## config.mk

```make
export PLATFORM = sky130hd
export DESIGN_NAME = axi_write_slave
export DESIGN_NICKNAME = d
export VERILOG_FILES = /design/src/rtl/axi_write_slave_pkg.sv /design/src/rtl/axi_write_slave_skid.sv /design/src/rtl/axi_write_slave.sv
export SDC_FILE = /design/constraint.sdc
export NUM_CORES = 1
export LEC_CHECK = 0
export ABC_AREA = 1
export CAP_MARGIN = 20
export CORE_ASPECT_RATIO = 0.7
export CORE_MARGIN = 1.5
export CORE_UTILIZATION = 45
export CTS_CLUSTER_SIZE = 28
export DETAILED_ROUTE_END_ITERATION = 16
export DONT_BUFFER_PORTS = 1
export HOLD_SLACK_MARGIN = 0.05
export PLACE_DENSITY = 0.6
export SYNTH_ARGS = -nofsm -noshare
export SYNTH_HDL_FRONTEND = slang
export SYNTH_SLANG_ARGS = --single-unit
```

## constraint.sdc

```tcl
create_clock -name CLK_I -period 2.9 [get_ports CLK_I]
set_clock_uncertainty 0.05 [all_clocks]
set_input_delay 0.145 -clock CLK_I [delete_from_list [all_inputs] [get_ports CLK_I]]
set_output_delay 0.145 -clock CLK_I [all_outputs]
set_load 0.01 [all_outputs]
```

## src/rtl/axi_write_slave_pkg.sv

```systemverilog
`default_nettype none
// ============================================================================
// Module      : axi_write_slave_pkg
// Description : Shared constants for the AXI write slave: FSM state codes,
//               BRESP codes, AXI burst codes and a burst-legality helper.
// Revision    : 1.0 - initial release
// ============================================================================
package axi_write_slave_pkg;

  // FSM state encoding
  typedef logic [1:0] state_t;
  localparam state_t C_ST_IDLE = 2'd0;
  localparam state_t C_ST_DATA = 2'd1;
  localparam state_t C_ST_RESP = 2'd2;

  // Write response codes
  localparam logic [1:0] C_RESP_OKAY   = 2'b00;
  localparam logic [1:0] C_RESP_SLVERR = 2'b10;

  // AXI burst type codes (2'b11 is reserved)
  localparam logic [1:0] C_BURST_FIXED = 2'b00;
  localparam logic [1:0] C_BURST_INCR  = 2'b01;
  localparam logic [1:0] C_BURST_WRAP  = 2'b10;

  // Only FIXED and INCR bursts reach the local memory; WRAP and the
  // reserved code are drained and answered with SLVERR.
  function automatic logic burst_writes(input logic [1:0] burst);
    return (burst == C_BURST_FIXED) || (burst == C_BURST_INCR);
  endfunction

endpackage : axi_write_slave_pkg
`default_nettype wire

```

## src/rtl/axi_write_slave_skid.sv

```systemverilog
`default_nettype none
// ============================================================================
// Module      : axi_write_slave_skid
// Description : One-beat holding buffer for a W beat that arrives before its
//               write address. Loaded on a W handshake in IDLE, drained when
//               the matching AW is accepted.
// Revision    : 1.0 - initial release
// ============================================================================
module axi_write_slave_skid #(
  parameter int DATA_WIDTH = 32
) (
  input  logic                    CLK_I,
  input  logic                    RSTN_I,
  input  logic                    load,
  input  logic                    clear,
  input  logic [DATA_WIDTH-1:0]   wdata,
  input  logic [DATA_WIDTH/8-1:0] wstrb,
  input  logic                    wlast,
  output logic                    valid,
  output logic [DATA_WIDTH-1:0]   data,
  output logic [DATA_WIDTH/8-1:0] strb,
  output logic                    last
);

  logic                    r_valid;
  logic [DATA_WIDTH-1:0]   r_data;
  logic [DATA_WIDTH/8-1:0] r_strb;
  logic                    r_last;

  // Occupancy flag: load wins over clear (they are never requested together)
  always_ff @(posedge CLK_I or negedge RSTN_I) begin
    if (!RSTN_I) begin
      r_valid <= 1'b0;
    end else if (load) begin
      r_valid <= 1'b1;
    end else if (clear) begin
      r_valid <= 1'b0;
    end
  end

  // Beat payload capture
  always_ff @(posedge CLK_I or negedge RSTN_I) begin
    if (!RSTN_I) begin
      r_data <= '0;
      r_strb <= '0;
      r_last <= 1'b0;
    end else if (load) begin
      r_data <= wdata;
      r_strb <= wstrb;
      r_last <= wlast;
    end
  end

  assign valid = r_valid;
  assign data  = r_data;
  assign strb  = r_strb;
  assign last  = r_last;

endmodule : axi_write_slave_skid
`default_nettype wire

```

## src/rtl/axi_write_slave.sv

```systemverilog
`default_nettype none
// ============================================================================
// Module      : axi_write_slave
// Description : AXI4 write-channel slave that turns bursts into single-word
//               writes on a local memory port. Supports W data arriving one
//               beat ahead of AW through a one-beat skid buffer. FIXED and
//               INCR bursts write; WRAP/reserved bursts are drained with
//               SLVERR. A WLAST in the wrong place also yields SLVERR.
// Options     : AXI_WRITE_SLAVE_WSTRB_EN - forward WSTRB to WR_STRB_O and
//               suppress writes whose strobe is all zero. When undefined the
//               strobe output is all ones and every legal beat writes.
// Revision    : 1.0 - initial release
// ============================================================================
module axi_write_slave
  import axi_write_slave_pkg::*;
#(
  parameter int C_S_AXI_ID_WIDTH   = 1,
  parameter int C_S_AXI_DATA_WIDTH = 32,
  parameter int C_S_AXI_ADDR_WIDTH = 32
) (
  input  logic                            CLK_I,
  input  logic                            RSTN_I,
  // write address channel
  input  logic [C_S_AXI_ID_WIDTH-1:0]     S_AXI_AWID,
  input  logic [C_S_AXI_ADDR_WIDTH-1:0]   S_AXI_AWADDR,
  input  logic [7:0]                      S_AXI_AWLEN,
  input  logic [2:0]                      S_AXI_AWSIZE,
  input  logic [1:0]                      S_AXI_AWBURST,
  input  logic                            S_AXI_AWVALID,
  output logic                            S_AXI_AWREADY,
  // write data channel
  input  logic [C_S_AXI_DATA_WIDTH-1:0]   S_AXI_WDATA,
  input  logic [C_S_AXI_DATA_WIDTH/8-1:0] S_AXI_WSTRB,
  input  logic                            S_AXI_WLAST,
  input  logic                            S_AXI_WVALID,
  output logic                            S_AXI_WREADY,
  // write response channel
  output logic [C_S_AXI_ID_WIDTH-1:0]     S_AXI_BID,
  output logic [1:0]                      S_AXI_BRESP,
  output logic                            S_AXI_BVALID,
  input  logic                            S_AXI_BREADY,
  // local memory write port
  output logic                            WR_EN_O,
  output logic [C_S_AXI_ADDR_WIDTH-1:0]   WR_ADDR_O,
  output logic [C_S_AXI_DATA_WIDTH-1:0]   WR_DATA_O,
  output logic [C_S_AXI_DATA_WIDTH/8-1:0] WR_STRB_O
);

  localparam int C_STRB_WIDTH = C_S_AXI_DATA_WIDTH / 8;
  localparam logic [C_S_AXI_ADDR_WIDTH-1:0] C_ADDR_ONE =
    {{(C_S_AXI_ADDR_WIDTH-1){1'b0}}, 1'b1};

  // --------------------------------------------------------------------------
  // Registered state
  // --------------------------------------------------------------------------
  state_t                        r_state;
  logic [C_S_AXI_ID_WIDTH-1:0]   r_awid;
  logic [C_S_AXI_ADDR_WIDTH-1:0] r_addr;    // address of the next beat
  logic [7:0]                    r_len;
  logic [2:0]                    r_size;
  logic [1:0]                    r_burst;
  logic [7:0]                    r_cnt;     // index of the next beat
  logic                          r_err;     // error seen on an earlier beat
  logic [1:0]                    r_bresp;

  logic                          r_wr_en;
  logic [C_S_AXI_ADDR_WIDTH-1:0] r_wr_addr;
  logic [C_S_AXI_DATA_WIDTH-1:0] r_wr_data;
  logic [C_STRB_WIDTH-1:0]       r_wr_strb;

  // --------------------------------------------------------------------------
  // Combinational signals
  // --------------------------------------------------------------------------
  logic                          w_in_idle;
  logic                          w_in_data;
  logic                          w_in_resp;
  logic                          w_awready;
  logic                          w_wready;
  logic                          w_aw_hs;
  logic                          w_w_hs;

  logic                          w_skid_valid;
  logic [C_S_AXI_DATA_WIDTH-1:0] w_skid_data;
  logic [C_STRB_WIDTH-1:0]       w_skid_strb;
  logic                          w_skid_last;
  logic                          w_skid_load;
  logic                          w_skid_clear;

  logic                          w_beat_vld;
  logic [C_S_AXI_DATA_WIDTH-1:0] w_b_data;
  logic [C_STRB_WIDTH-1:0]       w_b_strb;
  logic                          w_b_wlast;
  logic [C_S_AXI_ADDR_WIDTH-1:0] w_b_addr;
  logic [7:0]                    w_b_len;
  logic [2:0]                    w_b_size;
  logic [1:0]                    w_b_burst;
  logic [7:0]                    w_b_idx;
  logic                          w_err_acc;
  logic                          w_b_last_beat;
  logic                          w_b_err;
  logic                          w_err_total;
  logic                          w_b_write;
  logic [C_S_AXI_ADDR_WIDTH-1:0] w_next_addr;

  assign w_in_idle = (r_state == C_ST_IDLE);
  assign w_in_data = (r_state == C_ST_DATA);
  assign w_in_resp = (r_state == C_ST_RESP);

  assign w_awready = w_in_idle;
  assign w_wready  = (w_in_idle & ~w_skid_valid) | w_in_data;

  assign w_aw_hs = S_AXI_AWVALID & w_awready;
  assign w_w_hs  = S_AXI_WVALID & w_wready;

  // A lone W in IDLE is parked; a W together with AW is beat 0 directly.
  assign w_skid_load  = w_in_idle & w_w_hs & ~w_aw_hs;
  assign w_skid_clear = w_aw_hs & w_skid_valid;

  // A beat is processed on every W handshake in DATA, or on AW acceptance
  // when beat 0 is either on the bus or waiting in the skid buffer.
  assign w_beat_vld = (w_aw_hs & (w_w_hs | w_skid_valid)) | (w_in_data & w_w_hs);

  // Select the beat payload and the burst context it belongs to
  always_comb begin
    w_b_data  = w_skid_valid ? w_skid_data : S_AXI_WDATA;
    w_b_strb  = w_skid_valid ? w_skid_strb : S_AXI_WSTRB;
    w_b_wlast = w_skid_valid ? w_skid_last : S_AXI_WLAST;
    if (w_in_idle) begin
      w_b_addr  = S_AXI_AWADDR;
      w_b_len   = S_AXI_AWLEN;
      w_b_size  = S_AXI_AWSIZE;
      w_b_burst = S_AXI_AWBURST;
      w_b_idx   = 8'd0;
      w_err_acc = 1'b0;
    end else begin
      w_b_addr  = r_addr;
      w_b_len   = r_len;
      w_b_size  = r_size;
      w_b_burst = r_burst;
      w_b_idx   = r_cnt;
      w_err_acc = r_err;
    end
  end

  assign w_b_last_beat = (w_b_idx == w_b_len);
  assign w_b_err       = (w_b_wlast != w_b_last_beat) | ~burst_writes(w_b_burst);
  assign w_err_total   = w_err_acc | w_b_err;
  assign w_next_addr   = (w_b_burst == C_BURST_INCR)
                       ? (w_b_addr + (C_ADDR_ONE << w_b_size))
                       : w_b_addr;

`ifdef AXI_WRITE_SLAVE_WSTRB_EN
  assign w_b_write = w_beat_vld & burst_writes(w_b_burst) & (|w_b_strb);
`else
  // Strobes are not forwarded in this build; fold them into a sink so the
  // buffered strobe bits are not left dangling.
  logic w_unused_strb;
  assign w_unused_strb = ^w_b_strb;
  assign w_b_write     = w_beat_vld & burst_writes(w_b_burst);
`endif

  // --------------------------------------------------------------------------
  // Skid buffer
  // --------------------------------------------------------------------------
  axi_write_slave_skid #(
    .DATA_WIDTH (C_S_AXI_DATA_WIDTH)
  ) u_skid (
    .CLK_I  (CLK_I),
    .RSTN_I (RSTN_I),
    .load   (w_skid_load),
    .clear  (w_skid_clear),
    .wdata  (S_AXI_WDATA),
    .wstrb  (S_AXI_WSTRB),
    .wlast  (S_AXI_WLAST),
    .valid  (w_skid_valid),
    .data   (w_skid_data),
    .strb   (w_skid_strb),
    .last   (w_skid_last)
  );

  // Burst FSM: address capture, beat counting, error tracking, response
  always_ff @(posedge CLK_I or negedge RSTN_I) begin
    if (!RSTN_I) begin
      r_state <= C_ST_IDLE;
      r_awid  <= '0;
      r_addr  <= '0;
      r_len   <= 8'd0;
      r_size  <= 3'd0;
      r_burst <= 2'd0;
      r_cnt   <= 8'd0;
      r_err   <= 1'b0;
      r_bresp <= C_RESP_OKAY;
    end else begin
      case (r_state)
        C_ST_IDLE, C_ST_DATA: begin
          if (w_aw_hs) begin
            r_awid  <= S_AXI_AWID;
            r_len   <= S_AXI_AWLEN;
            r_size  <= S_AXI_AWSIZE;
            r_burst <= S_AXI_AWBURST;
            if (!w_beat_vld) begin
              r_state <= C_ST_DATA;
              r_cnt   <= 8'd0;
              r_addr  <= S_AXI_AWADDR;
              r_err   <= 1'b0;
            end
          end
          if (w_beat_vld) begin
            if (w_b_last_beat) begin
              r_state <= C_ST_RESP;
              r_cnt   <= 8'd0;
              r_err   <= 1'b0;
              r_bresp <= w_err_total ? C_RESP_SLVERR : C_RESP_OKAY;
            end else begin
              r_state <= C_ST_DATA;
              r_cnt   <= w_b_idx + 8'd1;
              r_addr  <= w_next_addr;
              r_err   <= w_err_total;
            end
          end
        end
        C_ST_RESP: begin
          if (S_AXI_BREADY) begin
            r_state <= C_ST_IDLE;
          end
        end
        default: r_state <= C_ST_IDLE;
      endcase
    end
  end

  // Local memory write port: one registered pulse per writing beat
  always_ff @(posedge CLK_I or negedge RSTN_I) begin
    if (!RSTN_I) begin
      r_wr_en   <= 1'b0;
      r_wr_addr <= '0;
      r_wr_data <= '0;
      r_wr_strb <= '0;
    end else begin
      r_wr_en <= w_b_write;
      if (w_b_write) begin
        r_wr_addr <= w_b_addr;
        r_wr_data <= w_b_data;
`ifdef AXI_WRITE_SLAVE_WSTRB_EN
        r_wr_strb <= w_b_strb;
`else
        r_wr_strb <= '1;
`endif
      end
    end
  end

  assign S_AXI_AWREADY = w_awready;
  assign S_AXI_WREADY  = w_wready;
  assign S_AXI_BVALID  = w_in_resp;
  assign S_AXI_BID     = r_awid;
  assign S_AXI_BRESP   = r_bresp;

  assign WR_EN_O   = r_wr_en;
  assign WR_ADDR_O = r_wr_addr;
  assign WR_DATA_O = r_wr_data;
  assign WR_STRB_O = r_wr_strb;

endmodule : axi_write_slave
`default_nettype wire
```

==> results of run 1 <==
==> Yosys cell counts (2+ instances only) <==
cell type	count
clkbuf_1	23
o211ai_1	10
o31ai_1	2
buf_2	20
a21oi_1	30
ha_1	9
dfrtp_1	158
nand2_1	412
inv_2	6
o22ai_1	9
nor4_1	2
o21ai_0	171
o21a_1	4
nor3_1	3
xor2_1	7
buf_4	6
xnor2_1	6
nand3_1	48
nand4_1	8
nor3_2	3
o21ai_1	35
nor2_2	7
inv_1	133
or2_2	3
nand2_2	19
nor2_4	5
buf_6	10
nor2_1	70
o21ai_2	6
==> routing by layer <==
layer / up-vias / track usage / wire [µm]
li1: 4167 / - / -
met2: 293 / 0.352 / 10500
met3: 16 / 0.0868 / 2510
met5: - / 0 / 0
met1: 3899 / 0.395 / 13200
met4: 0 / 0.0493 / 216
==> power groups by stage <==
stage | combinational, mW | sequential (mW) | clock [mW]
final | 6.54 | 4.08 | 2.25
after global placement | 5.70 | 4.09 | 0
after floorplan | 4.36 | 3.93 | 0
after global routing | 7.32 | 4.22 | 2.40
after CTS | 6.06 | 4.08 | 2.30
after detailed placement | 5.80 | 4.11 | 0
==> worst register-to-register path, cell delays in order (launching register included) <==
cell and delay, ns:
dfrtp_2 0.45, nor2_4 0.24, nand2_2 0.08, o21ai_2 0.11
inv_1 0.10, nand2_2 0.09, nor2_1 0.05, ha_1 0.35
nand2_2 0.10, nor2_2 0.13, nand3_2 0.11, nand3_4 0.10
nand2_4 0.09, buf_4 0.16, nor3_1 0.23, o22ai_1 0.14
nand2_1 0.10, nand2_1 0.05, nand2_1 0.05
==> worst min-delay path by stage <==
stage                                             to    from
after floorplan                S_AXI_BID$_DFFE_PN0P_  RSTN_I
after global placement      WR_DATA_O[5]$_DFFE_PN0P_  RSTN_I
after detailed placement  u_skid.data[6]$_DFFE_PN0P_  RSTN_I
after CTS                 u_skid.data[6]$_DFFE_PN0P_  RSTN_I
after global routing        WR_DATA_O[5]$_DFFE_PN0P_  RSTN_I
final                       WR_DATA_O[5]$_DFFE_PN0P_  RSTN_I
==> flip-flops by register name (all words and copies together), names as in the netlist, 2 cells and up <==
name,count
WR_ADDR_O,32
r_burst,2
r_size,3
r_state,2
r_addr,32
WR_DATA_O,32
r_cnt,8
u_skid.data,32
r_len,8
==> area by class of cell <==
type                    instances  share of cell area
diodes                          1            0.000224
well taps                     264              0.0296
inverters                     141              0.0479
multi-input cells             879               0.386
clock buffers                  17              0.0381
repair buffers                151               0.129
flip-flops and latches        158               0.355
clock inverters                15              0.0144
==> cells by family after synthesis <==
family	after synthesis	synth area share
DFF	158	0.442
AOI/OAI and AO/OA	272	0.162
xor gates and xnor gates	13	0.0127
buffers and inverters	201	0.0984
other	1	0.000419
adders and majority gates	10	0.0148
and+or+nand+nor	582	0.270
==> repair_timing <==
| item | CTS | global route |
|---|---|---|
| pin swaps | 0 | 13 |
| endpoints found under the hold margin | 282 | 158 |
| buffers inserted | 0 | 9 |
| gates cloned | 0 | 2 |
| resized for setup | 1 | 48 |
| setup endpoints to repair | 3 | 23 |
==> stage by stage <==
step | util | setup WS (ns) | cells | cell area (µm²)
detailed placement | 0.486 | 0.00675 | 1485 | 9330
global placement | 0.486 | 0.0827 | 1485 | 9330
floorplan | - | 0.00729 | 1237 | 9000
CTS | 0.568 | 0.0172 | 1614 | 10900
global route | 0.581 | -0.128 | 1625 | 11100
finish | 0.581 | 0.0722 | 1626 | 11200
==> flow_summary.ini, run 1 <==
[logic_synthesis]
synth-seq-cells = 158
seq_area_frac_synth = 0.442
synth_area_leaders = dfrtp_1 (44%), nand2_1 (17%), o21ai_0 (9.6%)
synth_cells = 1237
yosys.area.top_type_share = 0.442
ys_async_sr_fraction = 1.00
ys.flop_type = dfrtp_1
ys_types = 41
yosys_warnings = 0
synth_top_cell_by_area = dfrtp_1
synth_area_um2 = 8950
syn_nets = 1335
synth_edf_count = 0
avgSynthCellArea_um2 = 7.24

[status]
violations = negative hold slack
status = finished with violations

[floorplanning]
dieWidth_um = 172
core.rowCount = 42
die_area_um2 = 20800
ios = 163
fp.dieH_um = 121
core_um2 = 19200
start_util = 0.467

[sta]
slew-limit-headroom = 0.607
tightest_slew_ns = 0.583
tns_ns = 0
finalMaxSlewViolations = 0
fin_crit_sh = 0.975
fmax_ghz = 0.354
hold_viol_final = 158
hold_slack_ns = -0.644
fin_crit_ns = 2.83
setup_violations = 0
rsz0062_at_grt = yes

[setup_path]
path_cells = nor2_4, nand2_2, o21ai_2, inv_1, nand2_2, nor2_1, ha_1, nand2_2, nor2_2, nand3_2, nand3_4, nand2_4, buf_4, nor3_1, o22ai_1, nand2_1, nand2_1, nand2_1
cp.arrival_ns = 3.14
endpoint = r_addr[12]$_DFFE_PN0N_
path_depth = 18
reg2reg_from = r_state[0]$_DFFE_PN0P_
cp-end-kind = flip-flop
crit_start = r_state[0]$_DFFE_PN0P_
r2r_end = r_addr[12]$_DFFE_PN0N_
cp_top_family = simple AND/OR/NAND/NOR gates
cp.required_ns = 3.21
start_kind = flip-flop
path_max_fanout = 6
critPathKind = flip-flop to flip-flop
rr_worst_depth = 18
crit_buf_inv = 2
rrSetupSlack_ns = 0.07
cpPeakStageDelay_ns = 0.45
cpMaxStageDelayCell = dfrtp_2

[cells_and_area]
areaGrowthSynthToFinish_pct = 24.6
n_fill_cell = 1791
regArea_um2 = 3960
drive_above_1_share = 0.131
multi_input_area_um2 = 4300
nets = 1446
layout_common_cells = nand2_1 (400), o21ai_0 (161), dfrtp_1 (155), inv_1 (131), dlygate4sd3_1 (97)
layout_commonest_cell = nand2_1

[clock_tree]
htreeDepth = 4
clock_path_buffers = 2
clk_latency_ns = 0.44
cts-root-buf = clkbuf_16
hold_buffers = 97
cts_buffers = 17
cts.clk_slew.worst_paths_ns = 0.07
cts_num_sinks = 158
cts_tree = yes

[routing]
vias = 8375
drtIter0Drc = 812
first_pass_iters = 5
wl_per_cell_um = 16.2
drc = 0
drt-total-wl_mm = 26.4
routed_via_density = 5.15
drtAntennaViolNets = 0

[global_route]
grt_first_pass_wirelength_mm = 41.4
first_global_vias = 7701
grt_start_max_net_pins = 159
grt_overflow_total = 0
antenna_found_initial = 1
grt_usage = 0.259

[hold_path]
hold_class = input port to asynchronous set/reset pin

[pwr]
power_switching_share = 0.463
peakVddDrop_mv = 0.521
p_int_mw = 6.91
powerDensity_nw_per_um2 = 1150
p_comb_frac = 0.508
p_seq_frac = 0.317
p_switching_mw = 5.97
p_leak_nw = 5.35
p_clk_frac = 0.175
finalPower_mw = 12.9

[flow_run]
cap_violations = 0

[place]
port_buffers = 0
gp_congestion = 0.955
hpwl_mm = 17.8
No activity file was read; power rests on OpenSTA's default activity.
==> run 2: changes to the inputs <==
- REMOVE_ABC_BUFFERS: not set -> 1
==> run 2 against run 1 <==
The run still ends with negative hold slack left. Critical path depth is 2 higher. Largest cell class unchanged. Sequential power about the same. Cell count shrank 0.43%. Die area unchanged. Clock-buffer cell count rose by 1. Maximum frequency is 1.1% higher. First-iteration DRC count shrank 18%. Clock power grew 9.3%. Power increased by 0.42%. Routed wire length decreased by 6.0%.
==> flow_summary.ini, run 2 (same netlist as run 1, synthesis figures left out) <==
[status]
status = finished with violations
violations = negative hold slack

[pwr]
powerDensity_nw_per_um2 = 1160
p_leak_nw = 5.38
peakVddDrop_mv = 0.552

[sta]
setup_violations = 0
hold_viol_final = 158
fin_crit_sh = 0.965
hold_slack_ns = -0.642
rsz0062_at_grt = yes
layout_setup_ws_ns = 0.102
fin_crit_ns = 2.80
finalMaxSlewViolations = 0
fmax_ghz = 0.357

[place]
placed_cells = 1491
gp_congestion = 0.907
placed_area_um2 = 9380
port_buffers = 0
hpwl_mm = 16.5
pre_cts_ws_ns = -0.00945

[floorplanning]
die_area_um2 = 20800
core_um2 = 19200
core.rowCount = 42
start_util = 0.467
fp.dieH_um = 121
ios = 163
dieWidth_um = 172

[routing]
drc = 0
vias = 8159
drtAntennaViolNets = 0
wl_per_cell_um = 15.3
drt-total-wl_mm = 24.8
routed_via_density = 5.04
first_pass_iters = 6
drtIter0Drc = 668

[global_route]
grt_first_pass_wirelength_mm = 40.1
antenna_found_initial = 0
grt_start_max_net_pins = 159
grt_usage = 0.248
first_global_vias = 7631
grt_overflow_total = 0

[setup_path]
cp.required_ns = 3.18
cp.arrival_ns = 3.07
cp-end-kind = flip-flop
critPathKind = flip-flop to flip-flop
rrSetupSlack_ns = 0.10
path_max_fanout = 8
start_kind = flip-flop

[clock_tree]
clock_path_buffers = 2
cts_buffers = 17
cts_num_sinks = 158
cts_tree = yes
clk_latency_ns = 0.43
cts.clk_slew.worst_paths_ns = 0.07
htreeDepth = 4
cts-root-buf = clkbuf_16

[cells_and_area]
instances_no_fill = 1619
drive_above_1_share = 0.128
fin_util = 0.581
areaGrowthSynthToFinish_pct = 24.6
nets = 1440
layout_commonest_cell = nand2_1
layout_common_cells = nand2_1 (400), o21ai_0 (162), dfrtp_1 (157), inv_1 (131), dlygate4sd3_1 (91)
fin_area_um2 = 11200
diodes = 0

[flow_run]
cap_violations = 0

[hold_path]
hold_class = input port to asynchronous set/reset pin
run 2: cell types whose count changed in the layout (fill, tap and decap cells not counted), sizes merged:
cell and delta:
diode -1, clkinv -5, nor2 -1, dlygate4sd3 -6
bufinv +2, buf +2, inv +2
run 2: worst max-delay path, stage by stage, from the launching register on:
cell,delay (ns)
dfrtp_1,0.41
nor2_4,0.06
buf_12,0.14
buf_6,0.11
o21ai_2,0.12
buf_4,0.14
nand2_1,0.07
nor2_1,0.13
ha_1,0.26
buf_4,0.16
a21oi_1,0.24
nand3_4,0.16
buf_4,0.17
nand2_2,0.07
nor2_4,0.05
nand2_2,0.08
nor2_1,0.04
nand2_1,0.06
nand3_1,0.07
nand2_1,0.07
nand2_1,0.04
run 2: final timing paths:
path / start / to / cells past startpoint
max: r_state[1]$_DFFE_PN0P_ / r_addr[24]$_DFFE_PN0N_ / 20
min: RSTN_I / S_AXI_BID$_DFFE_PN0P_ / 0
max reg2reg: r_state[1]$_DFFE_PN0P_ / r_addr[24]$_DFFE_PN0N_ / 20
min reg2reg: r_addr[28]$_DFFE_PN0N_ / r_addr[28]$_DFFE_PN0N_ / 2
max in group asynchronous: RSTN_I / WR_STRB_O[0]$_DFFE_PN0P_ / 0
min in group CLK_I: S_AXI_AWADDR[27] / WR_ADDR_O[27]$_DFFE_PN0P_ / 5
run 2: power by group:
group | internal (mW) | switching, mW
combinational | 2.42 | 3.94
clock | 1.42 | 1.04
sequential | 3.26 | 0.842
run 2: repair_timing:
item | in CTS | in global routing
cloned | 0 | 0
hold buffers | 90 | 1
setup endpoints to repair | 3 | 25
pin swaps | 0 | 11
gates resized for setup | 4 | 51
setup buffers | 0 | 5
endpoints found under the hold margin | 285 | 159
run 2: through the flow:
stage          hold WS, ns  TNS [ns]  total power [mW]
5_1_grt             -0.664    -0.131              14.1
4_1_cts             -0.656         0              12.6
3_3_place_gp        -0.196  -0.00858              9.77
3_5_place_dp        -0.195   -0.0182              9.88
2_1_floorplan       -0.201   -115.21              7.95
6_report            -0.642         0              12.9
run 2: layout make-up:
cell class              count  area [µm²]
fillers                  1790        8030
well taps                 264         330
clock buffers              18         439
inverters                 141         534
multi-input cells         878        4280
clock inverters            14         201
flip-flops and latches    158        3960
repair buffers            146        1410
run 2: metal layers:
layer	routed length [µm]	vias to the layer above	track usage
met1	12700	3778	0.379
met4	166	0	0.0471
met2	10500	224	0.363
met3	1520	11	0.0486
li1	-	4146	-
met5	0	-	0
==> run 3: changes to the inputs <==
- CTS_CLUSTER_DIAMETER: not set -> 120
- PLACE_DENSITY: 0.6 -> 0.69
==> run 3 against run 2 <==
The flow still finishes with violations (negative hold slack). Sequential share of layout area is 0.82 points higher. Clock-buffer cell count fell by 1. Critical path depth decreased by 1. Routed wire length grew 1.9%. Via count up 1.4%. Maximum frequency increased by 1.5%. Final area shrank 2.2%. Combinational power fell by 5.2%. Clock power increased by 5%. Critical path type unchanged. Critical endpoint is now r_addr[12]$_DFFE_PN0N_. Largest power group unchanged. Highest routed layer unchanged.
==> flow_summary.ini, run 3 (same netlist as run 1, synthesis figures left out) <==
[floorplanning]
dieWidth_um = 172
core.rowCount = 42
core_um2 = 19200
die_area_um2 = 20800
fp.dieH_um = 121
start_util = 0.467
ios = 163

[pwr]
powerDensity_nw_per_um2 = 1160
power_switching_share = 0.455
peakVddDrop_mv = 0.528
p_leak_nw = 5.23
finalPower_mw = 12.7
p_comb_frac = 0.476
p_seq_frac = 0.322
p_clk_frac = 0.203
p_switching_mw = 5.78
p_int_mw = 6.91

[cells_and_area]
nets = 1413
layout_common_cells = nand2_1 (402), o21ai_0 (165), dfrtp_1 (155), inv_1 (131), dlygate4sd3_1 (80)
fin_area_um2 = 10900
regArea_um2 = 3960
diodes = 0
drive_above_1_share = 0.120
areaGrowthSynthToFinish_pct = 21.8
layout_commonest_cell = nand2_1
multi_input_area_um2 = 4270
n_fill_cell = 1763

[flow_run]
cap_violations = 0

[routing]
wl_per_cell_um = 15.9
first_pass_iters = 5
drtAntennaViolNets = 0
vias = 8277
drtIter0Drc = 733
routed_via_density = 5.20
drt-total-wl_mm = 25.3
drc = 0

[sta]
slew-limit-headroom = 0.611
fin_crit_sh = 0.950
fin_crit_ns = 2.76
hold_slack_ns = -0.655
fmax_ghz = 0.363
hold_viol_final = 158
finalMaxSlewViolations = 0
tns_ns = 0
tightest_slew_ns = 0.583
setup_violations = 0

[setup_path]
critPathKind = flip-flop to flip-flop
crit_buf_inv = 2
reg2reg_from = r_state[0]$_DFFE_PN0P_
start_kind = flip-flop
cp.required_ns = 3.17
cp.arrival_ns = 3.03
rr_worst_depth = 19
cpMaxStageDelayCell = dfrtp_2
crit_top_cell = nand2_1
cp_top_family = simple AND/OR/NAND/NOR gates
path_cells = nor2_4, nand2_1, o21ai_1, inv_1, nand2_2, nor2_1, ha_2, fa_2, nand2_1, nand3_2, nand3_2, nand3_4, nand2_4, buf_4, nor3_1, o22ai_1, nand2_1, nand2_1, nand2_1
cpPeakStageDelay_ns = 0.46
rrSetupSlack_ns = 0.14
r2r_end = r_addr[12]$_DFFE_PN0N_
path_max_fanout = 5
cp-end-kind = flip-flop

[clock_tree]
cts_num_sinks = 158
clk_latency_ns = 0.44
cts.clk_slew.worst_paths_ns = 0.07
hold_buffers = 80
clock_path_buffers = 2
htreeDepth = 4
cts_buffers = 17
cts_tree = yes
cts-root-buf = clkbuf_16

[hold_path]
hold_class = input port to asynchronous set/reset pin

[global_route]
antenna_found_initial = 0
grt_first_pass_wirelength_mm = 40.4
grt_usage = 0.251
first_global_vias = 7754
grt_start_max_net_pins = 159
grt_overflow_total = 0

[place]
placed_area_um2 = 9260
gp_congestion = 0.892
port_buffers = 0
hpwl_mm = 16.1

[status]
violations = negative hold slack
status = finished with violations
run 3: cell count changes in the layout (fill, tap and decap cells not counted), sizes merged:
cell | before | now
buf | 55 | 38
bufinv | 3 | 4
clkbuf | 18 | 17
clkinv | 4 | 5
clkinvlp | 2 | 0
dlygate4sd3 | 91 | 80
inv | 146 | 147
nor2 | 82 | 83
run 3: worst max path at each step:
stage,depth (start not counted),endpoint,startpoint,slack (ns)
2_1_floorplan,5,u_skid.data[30]$_DFFE_PN0P_,u_skid.valid$_DFFE_PN0P_,-1.91
3_3_place_gp,19,r_addr[14]$_DFFE_PN0N_,r_state[0]$_DFFE_PN0P_,0.05
3_5_place_dp,19,r_addr[14]$_DFFE_PN0N_,r_state[0]$_DFFE_PN0P_,0.002
4_1_cts,19,r_addr[14]$_DFFE_PN0N_,r_state[1]$_DFFE_PN0P_,0.003
5_1_grt,19,r_addr[12]$_DFFE_PN0N_,r_state[0]$_DFFE_PN0P_,-0.06
6_report,19,r_addr[12]$_DFFE_PN0N_,r_state[0]$_DFFE_PN0P_,0.14
run 3: cell type report:
cell class              count  area share
clock buffers              17      0.0390
clock inverters            15      0.0224
inverters                 141      0.0490
multi-input cells         879       0.392
flip-flops and latches    158       0.363
well taps                 264      0.0303
repair buffers            118       0.105
run 3: power groups by stage:
| stage | registers (mW) | logic, mW | clock network, mW |
|---|---|---|---|
| after global placement | 4.08 | 5.42 | 0 |
| after detailed placement | 4.11 | 5.55 | 0 |
| after global routing | 4.21 | 6.86 | 2.71 |
| after floorplan | 4.01 | 3.95 | 0 |
| after CTS | 4.07 | 5.73 | 2.61 |
| final | 4.08 | 6.04 | 2.58 |
run 3: metrics by stage:
stage | worst slack (ns) | std cells | util | hold slack, ns
3_3_place_gp | 0.0504 | 1476 | 0.483 | -0.195
2_1_floorplan | -1.91 | 1177 | - | -0.201
4_1_cts | 0.00321 | 1589 | 0.560 | -0.665
6_report | 0.145 | 1592 | 0.568 | -0.655
3_5_place_dp | 0.00210 | 1476 | 0.483 | -0.196
5_1_grt | -0.0559 | 1592 | 0.568 | -0.674
run 3: what timing repair did:
action,in CTS,in global routing
pin swaps,1,6
cloned,0,1
resized for setup,0,49
hold endpoints to repair,282,158
endpoints found under the setup margin,1,24
setup buffers,1,2
run 3: per-layer routing:
metal | global-route usage | part of all wire
met3 | 0.0486 | 0.077
met2 | 0.359 | 0.43
met5 | 0 | 0
met4 | 0.0740 | 0.016
met1 | 0.380 | 0.48
